### src/rtl/imm_extend_pipe.sv
// imm_extend_pipe: registered immediate extender (sign/zero/branch/upper)
// with a 2-entry skid buffer. Define IMM_EXT_CNT_EN to enable Out_cnt.
module imm_extend_pipe #(
    parameter int IN_W  = 16,
    parameter int OUT_W = 32
) (
    input  logic             Clk,
    input  logic             Rst_n,
    input  logic             In_valid,
    output logic             In_ready,
    input  logic [IN_W-1:0]  In_imm,
    input  logic [1:0]       In_mode,
    output logic             Out_valid,
    input  logic             Out_ready,
    output logic [OUT_W-1:0] Out_imm,
    output logic [31:0]      Out_cnt
);

    generate
        if (IN_W < 1 || IN_W > OUT_W) begin : g_bad_width
            $error("imm_extend_pipe: IN_W must be in 1..OUT_W");
        end
    endgenerate

    typedef enum logic [1:0] {
        ST_EMPTY,
        ST_ONE,
        ST_FULL
    } state_t;

    state_t           r_state;
    logic             r_in_ready;
    logic             r_out_valid;
    logic [OUT_W-1:0] r_main;
    logic [OUT_W-1:0] r_skid;

    logic [OUT_W-1:0] w_sext;
    logic [OUT_W-1:0] w_zext;
    logic [OUT_W-1:0] w_ext;
    logic             w_acc;
    logic             w_take;

    assign w_sext = OUT_W'($signed(In_imm));
    assign w_zext = OUT_W'(In_imm);
    assign w_acc  = In_valid & r_in_ready;
    assign w_take = r_out_valid & Out_ready;

    // Select the extension of the incoming immediate by mode.
    always_comb begin
        w_ext = w_sext;
        unique case (In_mode)
            2'd0: w_ext = w_sext;
            2'd1: w_ext = w_zext;
            2'd2: w_ext = w_sext << 2;
            2'd3: w_ext = w_zext << (OUT_W - IN_W);
        endcase
    end

    // Occupancy FSM: main holds the presented result, skid absorbs one more.
    always_ff @(posedge Clk or negedge Rst_n) begin
        if (!Rst_n) begin
            r_state     <= ST_EMPTY;
            r_in_ready  <= 1'b1;
            r_out_valid <= 1'b0;
            r_main      <= '0;
            r_skid      <= '0;
        end else begin
            unique case (r_state)
                ST_EMPTY: begin
                    if (w_acc) begin
                        r_main      <= w_ext;
                        r_out_valid <= 1'b1;
                        r_state     <= ST_ONE;
                    end
                end
                ST_ONE: begin
                    if (w_acc && Out_ready) begin
                        r_main <= w_ext;
                    end else if (w_acc) begin
                        r_skid     <= w_ext;
                        r_in_ready <= 1'b0;
                        r_state    <= ST_FULL;
                    end else if (Out_ready) begin
                        r_out_valid <= 1'b0;
                        r_state     <= ST_EMPTY;
                    end
                end
                ST_FULL: begin
                    if (Out_ready) begin
                        r_main     <= r_skid;
                        r_in_ready <= 1'b1;
                        r_state    <= ST_ONE;
                    end
                end
                default: begin
                    r_state     <= ST_EMPTY;
                    r_in_ready  <= 1'b1;
                    r_out_valid <= 1'b0;
                end
            endcase
        end
    end

`ifdef IMM_EXT_CNT_EN
    logic [31:0] r_cnt;

    // Count completed output transfers; wraps naturally at 2^32.
    always_ff @(posedge Clk or negedge Rst_n) begin
        if (!Rst_n) begin
            r_cnt <= 32'd0;
        end else if (w_take) begin
            r_cnt <= r_cnt + 32'd1;
        end
    end

    assign Out_cnt = r_cnt;
`else
    assign Out_cnt = 32'd0;
`endif

    assign In_ready  = r_in_ready;
    assign Out_valid = r_out_valid;
    assign Out_imm   = r_main;

endmodule

### config.mk
export PLATFORM = sky130hd
export DESIGN_NAME = imm_extend_pipe
export DESIGN_NICKNAME = d
export VERILOG_FILES = /design/src/rtl/imm_extend_pipe.sv
export SDC_FILE = /design/constraint.sdc
export NUM_CORES = 1
export LEC_CHECK = 0
export ABC_AREA = 1
export CAP_MARGIN = 20
export CORE_AREA = 2 2 126 128
export DETAILED_ROUTE_END_ITERATION = 6
export DIE_AREA = 0 0 128 130
export GPL_TIMING_DRIVEN = 0
export PLACE_DENSITY = 0.44
export SYNTH_ARGS = -nofsm -noshare
export SYNTH_HDL_FRONTEND = slang
export SYNTH_SLANG_ARGS = --single-unit
export TNS_END_PERCENT = 100
### constraint.sdc
create_clock -name Clk -period 1.7 [get_ports Clk]
set_clock_uncertainty 0.1 [all_clocks]
set_input_delay 0.17 -clock Clk [delete_from_list [all_inputs] [get_ports Clk]]
set_output_delay 0.17 -clock Clk [all_outputs]
set_load 0.01 [all_outputs]
# Word-level counts from Yosys, hierarchy flattened
# Cells that the tools add are included.
# word_totals
ff_bits	68
input_bits	22
out_inout_bits	66
elab_cells	51
# op_classes
n_eq_ne	13
n_mux	20
n_bitwise	4
reduce_logical	9
# op_table
cell	count
$pmux W32 S4	1
$mux W32	3
$pmux W32 S3	1
$ne A2 B2 Y1 const B	7
$reduce_and A4 Y1	3
$mux W2	5
$mux W1	7
$eq A2 B2 Y1 const B	3
$pmux W1 S3	2
$pmux W2 S3	1
$reduce_and A5 Y1	1
$eq A2 B1 Y1 const B	2
$logic_not A2 Y1	2
$ne A3 B3 Y1 const B	1
$not A1 Y1	3
$reduce_and A3 Y1	1
$reduce_bool A3 Y1	1
$and A1 B1 Y1	1
$logic_and A1 B1 Y1	1

# Logic depth before layout (Yosys ltp)
# depth
depth_word	4
mapped_depth	9
depth_no_buf	8

# Least setup slack after synthesis
# Ideal clock, no wire load.
# synth_timing
kind	register -> register
from	register r_in_ready (netlist: In_ready)
to	register r_main[10] (netlist: Out_imm[10])
setup_ns	0.065
t_arrival_ns	1.270
required_time_ns	1.535
path_slack_ns	0.266
path_stages_with_launch	8
n_path_buf	1
period_less_slack_ns	1.434
cell_sequence	dfstp_2 -> nand2_2 -> nand2_2 -> nand2_2 -> nor2_4 -> buf_6 -> nand2_1 -> nand2_1
# synth_between
elab_chain_cells	4
elab_cells_between_ends	5
classes_between	eq/ne: 2; bitwise: 1; reduce/logical: 2
# synth_rtl
item	line_no	rtl
start: declaration	32	logic r_in_ready;
start signal: assignment	63	r_in_ready <= 1'b1;
start signal: assignment	81	r_in_ready <= 1'b0;
start signal: assignment	91	r_in_ready <= 1'b1;
$and A1 B1 Y1 *	45	assign w_acc = In_valid & r_in_ready;
$logic_and A1 B1 Y1	77	if (w_acc && Out_ready) begin
$ne A2 B2 Y1 (no line)	-	
$reduce_and A4 Y1 (no line) *	-	
end signal: assignment	71	r_main <= w_ext;
end signal: assignment	78	r_main <= w_ext;
end signal: assignment	90	r_main <= r_skid;
end: declaration	34	logic [OUT_W-1:0] r_main;
# Every way passes the cells marked *; elsewhere a longest branch is shown, timed or not.
# A chain may end at the register's enable or synchronous reset.

# Worst setup path in the final report
# layout_timing
from	register r_state[0]
to	register r_main[14] (netlist: Out_imm[14])
# layout_between
elab_chain_cells	3
elab_cells_between_ends	9
classes_between	eq/ne: 5; mux: 1; reduce/logical: 3
# layout_rtl
item	line_no	rtl
start: declaration	31	state_t r_state;
start signal: assignment	62	r_state <= ST_EMPTY;
start signal: assignment	73	r_state <= ST_ONE;
start signal: assignment	82	r_state <= ST_FULL;
$eq A2 B1 Y1 (tied with other cells)	68	unique case (r_state)
$ne A2 B2 Y1 (no line) or $reduce_bool A3 Y1 (tied branches)	-	
$reduce_and A4 Y1 (no line)	-	
# Several ways; a longest one is shown, not always the timed one.

==> reports/qor.yml <==
floorplanning:
  dieArea_sq_um: 16600
  die_x_um: 128
  core_area_sq_um: 15400
  ios: 88
  chipHeight_um: 130
  rows: 46
  initial_core_util_pct: 24.4
synthesis:
  synth-seq-cells: 68
  synth_largest_area_cell: "dfrtp_1"
  avgSynthCellArea_sq_um: 7.27
  synth_cell_type_count: 19
  yosys_warnings: 0
  netlist_instances: 517
  yosysSeqAreaShare_pct: 45.3
  netlist_area_sq_um: 3760
  synth_area_leaders: "dfrtp_1, nand2_1, buf_4"
  netlist.area_leader.share_pct: 44.6
critical_path:
  reg2reg_from: "r_state[0]"
  critical_path_required_ns: 1.88
  critPathMaxStageDelay_ns: 0.42
  endpoint: "Out_imm[14]"
  critPathMaxFanout: 10
  path_common_cell: "nand2_1"
  rr_endpoint: "Out_imm[14]"
  startpoint: "r_state[0]"
  cp_slowest_cell: "dfrtp_1"
  reg2reg_slack_ns: 0.07
  critPathLaunchType: "flip-flop"
  cp-end-kind: "flip-flop"
  crit_arrival_ns: 1.81
  reg2reg_depth: 7
  crit_chain: "inv_2 > nand2_2 > buf_4 > buf_2 > a31oi_1 > nand2_1 > nand2_1"
  path_class: "flip-flop to flip-flop"
power_and_ir_drop:
  report.power.total_mw: 7.89
  p_comb_share_pct: 39.1
  p_sw_mw: 2.83
  swShare_pct: 35.9
  seqPwrFrac_pct: 34.9
  clkPwrFrac_pct: 26.0
  p_leak_nw: 2.74
  ir_worst_vdd_uv: 550
  p_per_area_nw_per_um2: 1570
  p_int_mw: 5.06
routing:
  drc_errors: 0
  drt_first_pass_iters: 5
  wl_met2_um: 4680
  ant_nets: 0
  wirelength_met1_um: 5090
  highest_layer: "met4"
  met3_length_um: 640
  vias_per_cell: 4.22
  wire_per_inst_um: 13.0
  finalWirelength_um: 10600
  num_vias: 3420
  drt-initial-drc-count: 175
timing:
  report.final.hold_viol_count: 0
  fin_ws_ns: 0.0690
  fmax_mhz: 613
  period_needed_ns: 1.63
  maxSlewViolCount: 0
  finalSetupViolCount: 0
  fin_crit_sh_pct: 95.9
clock_network:
  cts_tree: "yes"
  cts_buffers: 9
  cts_setup_buffers: 0
  clock_latency_ns: 0.34
  cts_buffer_depth: 2
  clock-root-buffer: "clkbuf_16"
  clk_pin_slew_ns: 0.06
  cts_sinks: 68
  cts.htree.levels: 3
global_route:
  grt_max_degree: 49
  overflow: 0
  grt_pass1_vias: 3274
  grt_pass1_wl_um: 17100
  grt_use_total_pct: 13.5
  antenna_found_initial: 0
finish:
  fillers: 1676
  fin_nets: 636
  num_antenna_cells: 0
  seqCellArea_sq_um: 1700
  drive_gt1_share_pct: 15.3
  final_area_sq_um: 5010
  final_common_cell: "nand2_1"
  multi_input_area_sq_um: 1670
  mostFrequentLayoutCells: "nand2_1, dfrtp_1, clkdlybuf4s50_1"
  synthToLayoutAreaGrowth_pct: 33.5
placed_design:
  post-dp-hpwl_um: 7960
  port-buffer-count: 53
  placed_cell_area_sq_um: 4670
  gp_congestion: 0.896
  place_ws_ns: -0.0792
outcome:
  status: "complete, no violations"
job:
  drv_cap: 0
min_path:
  hp-class: "primary input to asynchronous set/reset pin"
## area by class of cell
type | instances | share of cell area, %
clock inverter | 6 | 1.75
buffer | 61 | 9.03
clock buffer | 10 | 4.77
sequential | 68 | 34.0
tap | 192 | 4.79
multi-input combinational | 405 | 33.4
timing repair buffer | 55 | 11.3
inverter | 14 | 1.05
## per-layer routing
| metal | track usage [%] | vias up |
|---|---|---|
| met5 | 0 | - |
| met4 | 4.72 | 0 |
| met3 | 4.55 | 10 |
| met2 | 20.9 | 99 |
| met1 | 17.8 | 1570 |
| li1 | - | 1741 |
## power groups by stage
stage | combinational (mW) | clock, mW | sequential [mW]
5_1_grt | 3.48 | 2.20 | 2.86
2_1_floorplan | 1.68 | 0 | 2.87
4_1_cts | 3.12 | 2.11 | 2.76
3_5_place_dp | 3.11 | 0 | 2.79
6_report | 3.09 | 2.05 | 2.75
3_3_place_gp | 3.06 | 0 | 2.77
## flip-flops by register name, summed over array words and instances (netlist names)
| register | count |
|---|---|
| Out_imm | 32 |
| r_skid | 32 |
| r_state | 2 |
| In_ready | 1 |
| Out_valid | 1 |
## what timing repair did
action / 4_1_cts / 5_1_grt
hold buffers: 1 / 0
gates resized for setup: 1 / 4
pin swaps: 0 / 1
endpoints found under the setup margin: 1 / 3
hold endpoints to repair: 67 / 0
## critical path: cells and delay by family, from the launching register on
family / cells / cell delay, ns
DFF: 1 / 0.42
AOI/OAI and AO/OA: 1 / 0.30
and+or+nand+nor: 3 / 0.26
buffers and inverters: 3 / 0.48
## logic make-up (layout without fill, tap and decap cells)
kind of cell / count (synthesis) / count (layout) / share of synthesized area [%]
AO/OA/AOI/OAI: 28 / 28 / 4.13
other: 1 / 32 / 0.0998
flip-flops: 68 / 68 / 45.3
AND/OR/NAND/NOR: 345 / 345 / 37.2
buffers and inverters: 75 / 146 / 13.2
## metrics by stage
step / std cells / setup TNS [ns] / hold slack [ns] / utilization, %
6_report: 811 / 0 / 0.182 / 32.5
5_1_grt: 811 / -0.00144 / 0.212 / 32.5
4_1_cts: 811 / 0 / 0.185 / 32.4
3_5_place_dp: 794 / -1.46 / -0.00199 / 30.3
3_3_place_gp: 793 / -148.93 / 0.355 / 30.1
2_1_floorplan: 548 / 0 / -0.226 / -
## Yosys cell counts, drive strengths merged
| cell type | instances |
|---|---|
| nand3 | 46 |
| nor2 | 21 |
| dfstp | 1 |
| dfrtp | 67 |
| inv | 14 |
| conb | 1 |
| a31oi | 12 |
| buf | 61 |
| nand2 | 278 |
| o21ai | 15 |
| a21oi | 1 |
## worst min-delay path by stage
stage                        to  depth (start not counted)
global placement    Out_imm[14]                          2
CTS                 Out_imm[12]                          2
finish               Out_imm[3]                          2
global route         Out_imm[3]                          2
floorplan            Out_imm[0]                          0
detailed placement   Out_imm[3]                          1
(Power assumes the default switching activity.)
==> edit, RTL diff (same settings) <==
Register the input `In_mode` before use, cleared by the reset. The logic sees it one clock later. The other inputs are not delayed to match.
--- a/src/rtl/imm_extend_pipe.sv
+++ b/src/rtl/imm_extend_pipe.sv
@@ -16,4 +16,14 @@
     output logic [31:0]      Out_cnt
 );
+
+    logic [1:0] In_mode_q;
+
+    always_ff @(posedge Clk or negedge Rst_n) begin
+        if (!Rst_n) begin
+            In_mode_q <= '0;
+        end else begin
+            In_mode_q <= In_mode;
+        end
+    end
 
     generate
@@ -49,5 +59,5 @@
     always_comb begin
         w_ext = w_sext;
-        unique case (In_mode)
+        unique case (In_mode_q)
             2'd0: w_ext = w_sext;
             2'd1: w_ext = w_zext;
Behaviour: not the same (a bounded check fails within 4 cycles, from zero or initial values and one cycle with Rst_n low).
==> edit against the unedited design <==
Setup slack better by 93 ps. Sequential cell count is 2 higher. Via count is 0.29% lower. Area after synthesis hardly changed. Cell area is 0.37% higher. Routed wire length is 1.4% lower. Die area stayed put. Total power is 0.32% lower. Worst hold slack worse by 5.8 ps. Sequential share of layout area is 0.87 points higher. Critical endpoint is now Out_imm[30]$_DFFE_PN0P_. Highest routed layer unchanged.
==> edit: results (changes against the unedited design) <==
- The arrival time reported for the critical path endpoint is 1660 ps (was 1810 ps).
- Tot GR Track Use: 0.135 (about the same)
- Maximum number of pins on one net before global-route repair: 37 (was 49)
- Number of global-route vias before repair: 3,496 (was 3,274)
- Yosys warns: 0 (unchanged)
- Total wirelength of the detailed-routed design: 10,400 um (was 10,600 um)
- TritonCTS Buffers: 9 (unchanged)
* Mapped Cells: 518 (was 517)
- Count of unresolved DRC violations after routing: 0 (unchanged)
- Post-layout nets: 639 (was 636)
- The first-pass GRT wire length came to 17,600 um (was 17,100 um).
- Post-DP HPWL: 7860 um (was 7960 um)
- Number of cell instances on the worst register-to-register path: 8 (was 7)
- Highest net fanout along the worst path: 10 (unchanged)
- The H-tree depth came to 3 (unchanged).
- The highest ir drop seen on vdd was 0.485 mV (was 0.550 mV).
- Clock transition at the registers of the reported paths: 50 ps
- Met2 Usage GRT: 0.228 (was 0.209)
- The count of unique library cells instantiated by Yosys is 20 (was 19).
* Portion of the post-synthesis area used by sequential elements: 0.467 (was 0.453)
* Routability congestion estimate from global placement: 0.819 (was 0.896)
- Run status: complete, no violations (unchanged).
* Clk_lat worst skew: ~330 ps
* Top cell types by occurrence after synthesis: 278 x sky130_fd_sc_hd__nand2_1, 69 x sky130_fd_sc_hd__dfrtp_1, 45 x sky130_fd_sc_hd__nand3_1 (was 273 x sky130_fd_sc_hd__nand2_1, 67 x sky130_fd_sc_hd__dfrtp_1, 44 x sky130_fd_sc_hd__nand3_1)
* ANT cells: 0 (unchanged)
- The path class of the lowest-slack min-delay path was primary input to flip-flop (was primary input to asynchronous set/reset pin).
- The initial antenna violation count came to 0 (unchanged).
* Area leader, netlist: sky130_fd_sc_hd__dfrtp_1 (unchanged)
- Port buffer count: 55 (was 53)
- The length of the first detailed-routing pass in iterations is 4 (was 5).
- The maximum clock path buffer count came to 2 (unchanged).
* Pleak: 2.74 nW (about the same)
- Cell types with the largest area share after synthesis: sky130_fd_sc_hd__dfrtp_1 46%, sky130_fd_sc_hd__nand2_1 28%, sky130_fd_sc_hd__buf_4 8.6%, sky130_fd_sc_hd__nand3_1 6.0%, sky130_fd_sc_hd__a31oi_1 2.0% (was sky130_fd_sc_hd__dfrtp_1 45%, sky130_fd_sc_hd__nand2_1 27%, sky130_fd_sc_hd__buf_4 8.0%, sky130_fd_sc_hd__nand3_1 5.9%, sky130_fd_sc_hd__a31oi_1 2.0%).
- The number of violations reported at the end of detailed-routing iteration 0 was 131 (was 175).
* Number of inserted filler cells in the final layout: 1,673 (was 1,676)
- Hold-critical path depth: 1
- The share of post-route cells with drive strength above 1 was 0.141 (was 0.153).
- The global routing met3 resource utilization is 0.0299 (was 0.0455).
- Fraction of synthesis flops using an asynchronous set or reset pin: 1.00 (unchanged)
* Global Route met1 Usage: 0.172 (was 0.178)
- The CTS root buffer is sky130_fd_sc_hd__clkbuf_16 (unchanged).
- Number of vias per cell after detailed routing: 4.19 (was 4.22)
* Pre-CTS WS: -88.9 ps (was -79.2 ps)
-- edit: cell types whose count changed after synthesis, sizes merged --
| cell | delta |
|---|---|
| buf | -4 |
| clkbuf | +3 |
| nand2 | +3 |
| o21ai | -3 |
| dfrtp | +2 |
| inv | -1 |
| nor2 | +1 |
-- edit: per-layer routing --
layer | vias to the layer above | part of all wire
met5 | - | 0
met4 | 0 | 0.0072
met3 | 6 | 0.041
met2 | 81 | 0.48
met1 | 1582 | 0.48
li1 | 1741 | -
-- edit: final timing paths --
| path | from | endpoint | slack, ps |
|---|---|---|---|
| max in group asynchronous | Rst_n | In_ready$_DFFE_PN1P_ | 640 |
| max reg2reg | In_ready$_DFFE_PN1P_ | Out_imm[30]$_DFFE_PN0P_ | 160 |
| min in group asynchronous | Rst_n | Out_imm[13]$_DFFE_PN0P_ | 230 |
| max | In_ready$_DFFE_PN1P_ | Out_imm[30]$_DFFE_PN0P_ | 160 |
| min reg2reg | Out_valid$_DFFE_PN0P_ | Out_valid$_DFFE_PN0P_ | 370 |
| min | In_mode[1] | In_mode_q[1]$_DFF_PN0_ | 180 |
-- edit: report_power, final --
group          switching, W  leakage (nW)  internal (W)
logic               0.00168          1.69       0.00135
registers          0.000364         0.893       0.00235
clock network      0.000689         0.161       0.00143
total               0.00273          2.74       0.00513
-- edit: cell families after synthesis --
logic type             synth area share
flip-flops                        0.467
buffers and inverters             0.122
AO/OA/AOI/OAI                    0.0383
AND/OR/NAND/NOR                   0.372
other                          0.000998
-- edit: critical path, cell delays in order, from the launching register on --
cell and delay, ps:
sky130_fd_sc_hd__dfstp_2 540, sky130_fd_sc_hd__nand2_1 100, sky130_fd_sc_hd__nand2_1 120, sky130_fd_sc_hd__nand2_2 90
sky130_fd_sc_hd__inv_2 60, sky130_fd_sc_hd__o21ai_2 110, sky130_fd_sc_hd__buf_4 200, sky130_fd_sc_hd__nand2_1 60
sky130_fd_sc_hd__nand2_1 50
-- edit: area by class of cell --
class	instances	area, sq um	area share
plain buffers	60	420	0.0835
inverters	13	48.8	0.00970
multi-input cells	406	1660	0.330
well taps	192	240	0.0477
clock inverters	4	95.1	0.0189
flip-flops and latches	70	1750	0.348
repair buffers	57	577	0.115
clock buffers	12	236	0.0470
-- edit: stage by stage --
step	instance area [sq um]	cells	power, W
floorplan	3870	549	0.00448
global placement	4660	796	0.00577
detailed placement	4680	797	0.00582
CTS	5020	814	0.00801
global route	5030	814	0.00853
finish	5030	814	0.00786
-- edit: what timing repair did --
item                                    in CTS  in global routing
resized for setup                            1                  5
buffers inserted                             0                  0
hold buffers                                 1                  0
pin swaps                                    0                  0
endpoints found under the setup margin       1                  5
endpoints found under the hold margin       35                  0
